File: src/rtl/game_pkg.sv
// Shared definitions for the collision game slice.
//   game_state_t : state encoding driven onto game_state (0 IDLE .. 4 WIN)
//   H_ACTIVE / V_ACTIVE : visible screen size in pixels
//   BLACK / CRASH_RED   : colour constants used by the overlay path
//   in_active()         : true when a pixel position lies inside the visible area
package game_pkg;

    typedef enum logic [2:0] {
        ST_IDLE      = 3'd0,
        ST_PLAYING   = 3'd1,
        ST_CRASH     = 3'd2,
        ST_GAME_OVER = 3'd3,
        ST_WIN       = 3'd4
    } game_state_t;

    localparam int H_ACTIVE = 640;
    localparam int V_ACTIVE = 480;

    localparam logic [11:0] BLACK     = 12'h000;
    localparam logic [11:0] CRASH_RED = 12'hF00;

    function automatic logic in_active(input logic [9:0] row, input logic [9:0] col);
        return (row < 10'(V_ACTIVE)) && (col < 10'(H_ACTIVE));
    endfunction

endpackage

File: src/rtl/frame_tick_gen.sv
// Frame-start detector.
// Ports:
//   clk, reset        : clock and synchronous active-high reset
//   pix_row, pix_col  : display-timing pixel position (may hold several clks)
//   frame_tick        : one-clk pulse in the first cycle the position is (0,0)
module frame_tick_gen (
    input  logic       clk,
    input  logic       reset,
    input  logic [9:0] pix_row,
    input  logic [9:0] pix_col,
    output logic       frame_tick
);

    logic at_origin;
    logic at_origin_reg;

    assign at_origin = (pix_row == 10'd0) && (pix_col == 10'd0);

    always_ff @(posedge clk) begin
        if (reset) begin
            at_origin_reg <= 1'b0;
        end else begin
            at_origin_reg <= at_origin;
        end
    end

    // Edge of "at origin", so a position parked at (0,0) yields only one pulse.
    assign frame_tick = at_origin && !at_origin_reg;

endmodule

File: src/rtl/collision_game_ctrl.sv
// Collision game controller: detects sustained player/obstacle overlap,
// runs the IDLE/PLAYING/CRASH/GAME_OVER/WIN flow and tracks lives.
// Ports:
//   clk, reset         : clock and synchronous active-high reset
//   pix_row, pix_col   : current pixel position
//   moving_cars_in     : obstacle pixel colour (0 = none)
//   player_car_in      : player pixel colour (0 = none)
//   score_in           : dodged-car score
//   start_btn          : debounced start button (rising edge acts)
//   game_state         : registered state code (see game_pkg)
//   lives_out          : registered lives remaining
//   freeze             : registered, high in every state except PLAYING
//   overlay_out        : crash flash colour, OR-ed into the video mux
// Build option: define COLLISION_FLASH_EN to enable the red crash flash;
// otherwise overlay_out is tied to 0.
module collision_game_ctrl
    import game_pkg::*;
#(
    parameter int LIVES        = 3,
    parameter int HIT_FRAMES   = 2,
    parameter int CRASH_FRAMES = 60,
    parameter int WIN_SCORE    = 40
) (
    input  logic        clk,
    input  logic        reset,
    input  logic [9:0]  pix_row,
    input  logic [9:0]  pix_col,
    input  logic [11:0] moving_cars_in,
    input  logic [11:0] player_car_in,
    input  logic [5:0]  score_in,
    input  logic        start_btn,
    output logic [2:0]  game_state,
    output logic [1:0]  lives_out,
    output logic        freeze,
    output logic [11:0] overlay_out
);

    localparam int HCW     = (HIT_FRAMES < 2) ? 1 : $clog2(HIT_FRAMES + 1);
    localparam int CCW_RAW = $clog2(CRASH_FRAMES + 1);
    // At least 4 bits so the flash can always use bit 3 of the crash counter.
    localparam int CCW     = (CCW_RAW < 4) ? 4 : CCW_RAW;

    game_state_t      state_reg;
    logic [1:0]       lives_reg;
    logic             hit_frame_reg;
    logic [HCW-1:0]   hit_cnt_reg;
    logic [CCW-1:0]   crash_cnt_reg;
    logic             start_prev_reg;
    logic [2:0]       game_state_reg;
    logic [1:0]       lives_out_reg;
    logic             freeze_reg;

    logic frame_tick;
    logic pixel_hit;
    logic start_rise;
    logic crash_confirm;

    frame_tick_gen u_frame_tick_gen (
        .clk        (clk),
        .reset      (reset),
        .pix_row    (pix_row),
        .pix_col    (pix_col),
        .frame_tick (frame_tick)
    );

    assign pixel_hit  = (moving_cars_in != 12'd0) && (player_car_in != 12'd0) &&
                        in_active(pix_row, pix_col);
    assign start_rise = start_btn && !start_prev_reg;

    // Confirmed on the tick where the counter would reach HIT_FRAMES.
    assign crash_confirm = frame_tick && (state_reg == ST_PLAYING) && hit_frame_reg &&
                           (hit_cnt_reg >= HCW'(HIT_FRAMES - 1));

    always_ff @(posedge clk) begin
        if (reset) begin
            state_reg      <= ST_IDLE;
            lives_reg      <= 2'(LIVES);
            hit_frame_reg  <= 1'b0;
            hit_cnt_reg    <= '0;
            crash_cnt_reg  <= '0;
            start_prev_reg <= 1'b0;
            game_state_reg <= ST_IDLE;
            lives_out_reg  <= 2'(LIVES);
            freeze_reg     <= 1'b1;
        end else begin
            start_prev_reg <= start_btn;

            // On the tick the old frame's latch is consumed; a hit in this very
            // cycle starts the next frame's latch.
            if (frame_tick) begin
                hit_frame_reg <= pixel_hit;
            end else if (pixel_hit) begin
                hit_frame_reg <= 1'b1;
            end

            case (state_reg)
                ST_IDLE: begin
                    hit_cnt_reg <= '0;
                    if (start_rise) begin
                        state_reg <= ST_PLAYING;
                        lives_reg <= 2'(LIVES);
                    end
                end
                ST_PLAYING: begin
                    if (frame_tick) begin
                        if (!hit_frame_reg) begin
                            hit_cnt_reg <= '0;
                        end else if (hit_cnt_reg < HCW'(HIT_FRAMES)) begin
                            hit_cnt_reg <= hit_cnt_reg + 1'b1;
                        end
                    end
                    if (crash_confirm) begin
                        state_reg     <= ST_CRASH;
                        crash_cnt_reg <= CCW'(CRASH_FRAMES);
                        if (lives_reg != 2'd0) begin
                            lives_reg <= lives_reg - 1'b1;
                        end
                    end else if (score_in >= 6'(WIN_SCORE)) begin
                        state_reg <= ST_WIN;
                    end
                end
                ST_CRASH: begin
                    hit_cnt_reg <= '0;
                    if (frame_tick) begin
                        // Leaving on the tick that brings the count to zero gives
                        // exactly CRASH_FRAMES ticks in this state.
                        if (crash_cnt_reg <= CCW'(1)) begin
                            crash_cnt_reg <= '0;
                            state_reg     <= (lives_reg != 2'd0) ? ST_PLAYING : ST_GAME_OVER;
                        end else begin
                            crash_cnt_reg <= crash_cnt_reg - 1'b1;
                        end
                    end
                end
                ST_GAME_OVER, ST_WIN: begin
                    hit_cnt_reg <= '0;
                    if (start_rise) begin
                        state_reg <= ST_IDLE;
                    end
                end
                default: begin
                    state_reg   <= ST_IDLE;
                    hit_cnt_reg <= '0;
                end
            endcase

            game_state_reg <= state_reg;
            lives_out_reg  <= lives_reg;
            freeze_reg     <= (state_reg != ST_PLAYING);
        end
    end

    assign game_state = game_state_reg;
    assign lives_out  = lives_out_reg;
    assign freeze     = freeze_reg;

`ifdef COLLISION_FLASH_EN
    logic [11:0] overlay_reg;

    always_ff @(posedge clk) begin
        if (reset) begin
            overlay_reg <= BLACK;
        end else begin
            overlay_reg <= ((state_reg == ST_CRASH) && (player_car_in != 12'd0) &&
                            crash_cnt_reg[3]) ? CRASH_RED : BLACK;
        end
    end

    assign overlay_out = overlay_reg;
`else
    assign overlay_out = BLACK;
`endif

endmodule

File: config.mk
export PLATFORM = sky130hd
export DESIGN_NAME = collision_game_ctrl
export DESIGN_NICKNAME = d
export VERILOG_FILES = /design/src/rtl/game_pkg.sv /design/src/rtl/frame_tick_gen.sv /design/src/rtl/collision_game_ctrl.sv
export SDC_FILE = /design/constraint.sdc
export NUM_CORES = 1
export LEC_CHECK = 0
export ABC_CLOCK_PERIOD_IN_PS = 6250
export BUFFER_PORTS_ARGS = -buffer_cell sky130_fd_sc_hd__buf_4
export CAP_MARGIN = 20
export CORE_MARGIN = 2
export CORE_UTILIZATION = 35
export CTS_BUF_LIST = sky130_fd_sc_hd__clkbuf_4
export DETAILED_ROUTE_END_ITERATION = 8
export PLACE_DENSITY = 0.65
export SYNTH_ARGS = -nofsm -noshare
export SYNTH_HDL_FRONTEND = slang
export SYNTH_SLANG_ARGS = --single-unit
File: constraint.sdc
create_clock -name clk -period 6.25 [get_ports clk]
set_input_delay 0.625 -clock clk [delete_from_list [all_inputs] [get_ports clk]]
set_output_delay 0.625 -clock clk [all_outputs]
set_load 0.01 [all_outputs]
==> flow_metrics.tcl <==
set metrics [dict create \
    clk_pin_slew_ns 0.12 \
    grt_start_max_net_pins 20 \
    netSwitchingPower_mw 0.0975 \
    wl_um 3030 \
    hold_violations 0 \
    total_leakage_power_nw 0.734 \
    numPortBuffers 55 \
    cts_tree "built" \
    insertedDiodeCount 0 \
    synth_edf_count 0 \
    synth.top_cell.area_share_pct 34.1 \
    maximum_vdd_drop_mv 0.121 \
    crit_slowest_cell "sky130_fd_sc_hd__nor3_1" \
    count_of_warnings_emitted_by_yosys 0 \
    ys_ff_latch 22 \
    initial_core_util_pct 35.8 \
    element_type_at_the_critical_path_end "flop" \
    drt-vias-per-instance 4.78 \
    internal_power_mw 0.261 \
    placed_insts 261 \
    rows 22 \
    first_pass_iters 5 \
    cts.hold.buffers_added 0 \
    h_tree_level_count 1 \
    detail-route-antenna-nets 0 \
    synthDistinctLibCells 40 \
    final_nets 275 \
    p_comb_share_pct 25.3 \
    timing.critical_path.cells "buf_4 -> or4_4 -> or2_4 -> nor3_1 -> o21ai_0 -> a221oi_1" \
    worst_slew_pin_slew_ns 0.687 \
    maxCapViolCount 0 \
    clock_sinks 22 \
    fp.dieArea_mm2 0.00420 \
    hold_slack_ns 0.467 \
    outcome "finished clean" \
    critPathArrivalTime_ns 2.57 \
    period_needed_ns 2.34 \
    maxClockFrequency_mhz 428 \
    synth-async-reset-ratio_pct 0 \
    power.share.clock_pct 30.3 \
    antenna_violations_before_repair 0 \
    grt_first_pass_wirelength_um 5220 \
    core_region_area_mm2 0.00361 \
    pwr_density_cell_mw_per_mm2 205 \
    globalRouteOverflowTotal 0 \
    vias 1268 \
    synth_ff_type "sky130_fd_sc_hd__dfxtp_1" \
    hold_class "reg -> reg" \
    yosys.area.top_type "sky130_fd_sc_hd__dfxtp_1" \
    final_gp_congestion 0.773 \
    grt_pass1_vias 1231 \
    final_core_util_pct 48.5 \
    critical_path.startpoint_type "input port" \
    ctsRootBufferMaster "sky130_fd_sc_hd__clkbuf_4" \
    required_ns 6.48 \
    largest_reg_flops 6 \
    clock_network_latency_to_the_later_pin_of_the_worst_skew_pair_ns 0.31 \
    yosys.cell_count.top_type "sky130_fd_sc_hd__dfxtp_1" \
    netlist_area_mm2 0.00129 \
    ys_top_cells_by_area "sky130_fd_sc_hd__dfxtp_1, sky130_fd_sc_hd__buf_4, sky130_fd_sc_hd__nor4_1" \
    rsz_0062_raised_after_global_routing "no" \
    cts_post_setup_buffers_inserted 0 \
    finalSetupViolations 0 \
    timing.critical_path.fanout_max 5 \
    die_h_um 64.8 \
    post-route-drc-count 0 \
    track_usage_pct 15.4 \
    final_cycle_utilization_of_the_critical_path_pct 37.4 \
    finalSetupTns_ns 0 \
    tritoncts.num_buffers 3 \
    ys_seq_area_share_pct 34.1 \
    setup.worst_path.class "in -> reg" \
    synth.avg_cell_area_um2 7.88 \
    post_route_cells_drive_above_1_share_pct 31.3 \
    drv_slew 0 \
    dpl.hpwl_um 2420 \
    clockBufferDepth 2 \
    layout.filler_cells 372 \
    floorplan.io_pins 71 \
    fp.dieW_um 64.8 \
    final.setup_skew_ns 0.00754 \
    sequential_fraction_of_design_power_pct 44.4 \
    flow.area_growth_from_synthesis_pct 35.3 \
    syn_inst 164 \
    fin_cells 265 \
    swShare_pct 27.2 \
    critical_path.max_stage_delay_ns 0.57 \
    relSlewSlack_pct 53.8 \
    drt_first_iter_violations 39 \
    post_cts.resized_instances 0 \
    yosys-top-cells-count "sky130_fd_sc_hd__dfxtp_1, sky130_fd_sc_hd__nor2_1, sky130_fd_sc_hd__a21oi_1, sky130_fd_sc_hd__buf_4, sky130_fd_sc_hd__inv_1" \
    power.total_mw 0.359 \
    per_cell_routed_wire_length_um 11.4 \
]
per-layer routing:
| metal | track usage [%] | up-vias | routed length, um |
|---|---|---|---|
| met5 | 0 | - | 0 |
| met4 | 2.39 | 0 | 0 |
| met3 | 3.30 | 0 | 106 |
| met2 | 27.3 | 24 | 1490 |
| met1 | 19.3 | 568 | 1430 |
| li1 | - | 676 | - |
layout make-up:
type                            instances  area, um^2  share of cell area [%]
Clock buffer                            3        22.5                    1.29
Inverter                               12        45.0                    2.58
Tap cell                               48        60.1                    3.43
Sequential cell                        22         440                    25.2
Clock inverter                          1        30.0                    1.72
Multi-Input combinational cell        124         738                    42.2
Timing Repair Buffer                   55         413                    23.6
power by group through the flow:
stage	clock (mW)	combinational, mW	sequential (mW)
after floorplan	0	0.0621	0.157
after global placement	0	0.0901	0.162
after detailed placement	0	0.0902	0.162
after CTS	0.113	0.0906	0.159
after global routing	0.118	0.0996	0.161
final	0.109	0.0907	0.159
worst paths after layout:
path / endpoint / slack (ns) / from / cells past startpoint
max: crash_cnt_reg[2]$_SDFFE_PP0P_ / 3.91 / pix_col[6] / 6
min reg2reg: lives_out[0]$_SDFF_PP1_ / 0.47 / lives_reg[0]$_SDFFE_PP1P_ / 2
min: lives_out[0]$_SDFF_PP1_ / 0.47 / lives_reg[0]$_SDFFE_PP1P_ / 2
max reg2reg: crash_cnt_reg[2]$_SDFFE_PP0P_ / 3.96 / state_reg[1]$_SDFFE_PP0P_ / 5
placed cells by master, fill, tap and decap left out, types with 2 or more instances in the layout:
cell type / n
sky130_fd_sc_hd__nand2b_1: 3
sky130_fd_sc_hd__mux2i_1: 2
sky130_fd_sc_hd__a31o_2: 2
sky130_fd_sc_hd__nor2_1: 17
sky130_fd_sc_hd__o21ai_0: 6
sky130_fd_sc_hd__nor4_1: 11
sky130_fd_sc_hd__a21oi_1: 12
sky130_fd_sc_hd__clkbuf_4: 3
sky130_fd_sc_hd__nand4_1: 4
sky130_fd_sc_hd__ha_1: 4
sky130_fd_sc_hd__nor2b_1: 4
sky130_fd_sc_hd__a21o_1: 2
sky130_fd_sc_hd__a211oi_1: 3
sky130_fd_sc_hd__buf_4: 55
sky130_fd_sc_hd__a31oi_1: 2
sky130_fd_sc_hd__or4_1: 2
sky130_fd_sc_hd__nand3_1: 4
sky130_fd_sc_hd__o31ai_1: 2
sky130_fd_sc_hd__dfxtp_1: 22
sky130_fd_sc_hd__nand2_1: 7
sky130_fd_sc_hd__conb_1: 12
sky130_fd_sc_hd__a221oi_1: 3
sky130_fd_sc_hd__nor3b_1: 2
sky130_fd_sc_hd__inv_1: 12
sky130_fd_sc_hd__nor3_1: 6
critical path, delay by kind of cell:
family,cells,cell delay [ns]
AND/OR/NAND/NOR,3,1.36
AO/OA/AOI/OAI,2,0.48
buffers and inverters,1,0.10
kinds of logic (layout without fill, tap and decap cells):
group                    after synthesis  in the layout  synth area share, %
AO/OA/AOI/OAI                         38             38                 19.4
adder cells (fa/ha/maj)                4              4                 3.87
buffers and inverters                 29             71                 12.0
flip-flops                            22             22                 34.1
multiplexers                           3              3                 2.42
other                                  1             12                0.290
AND/OR/NAND/NOR                       67             67                 28.0
stage by stage:
step	area (um^2)	worst slack, ns
6_report	1750	3.91
5_1_grt	1750	3.82
4_1_cts	1750	3.94
3_5_place_dp	1700	3.60
3_3_place_gp	1700	3.60
2_1_floorplan	1330	3.84
Note: power is estimated with default switching activity, not from simulation.
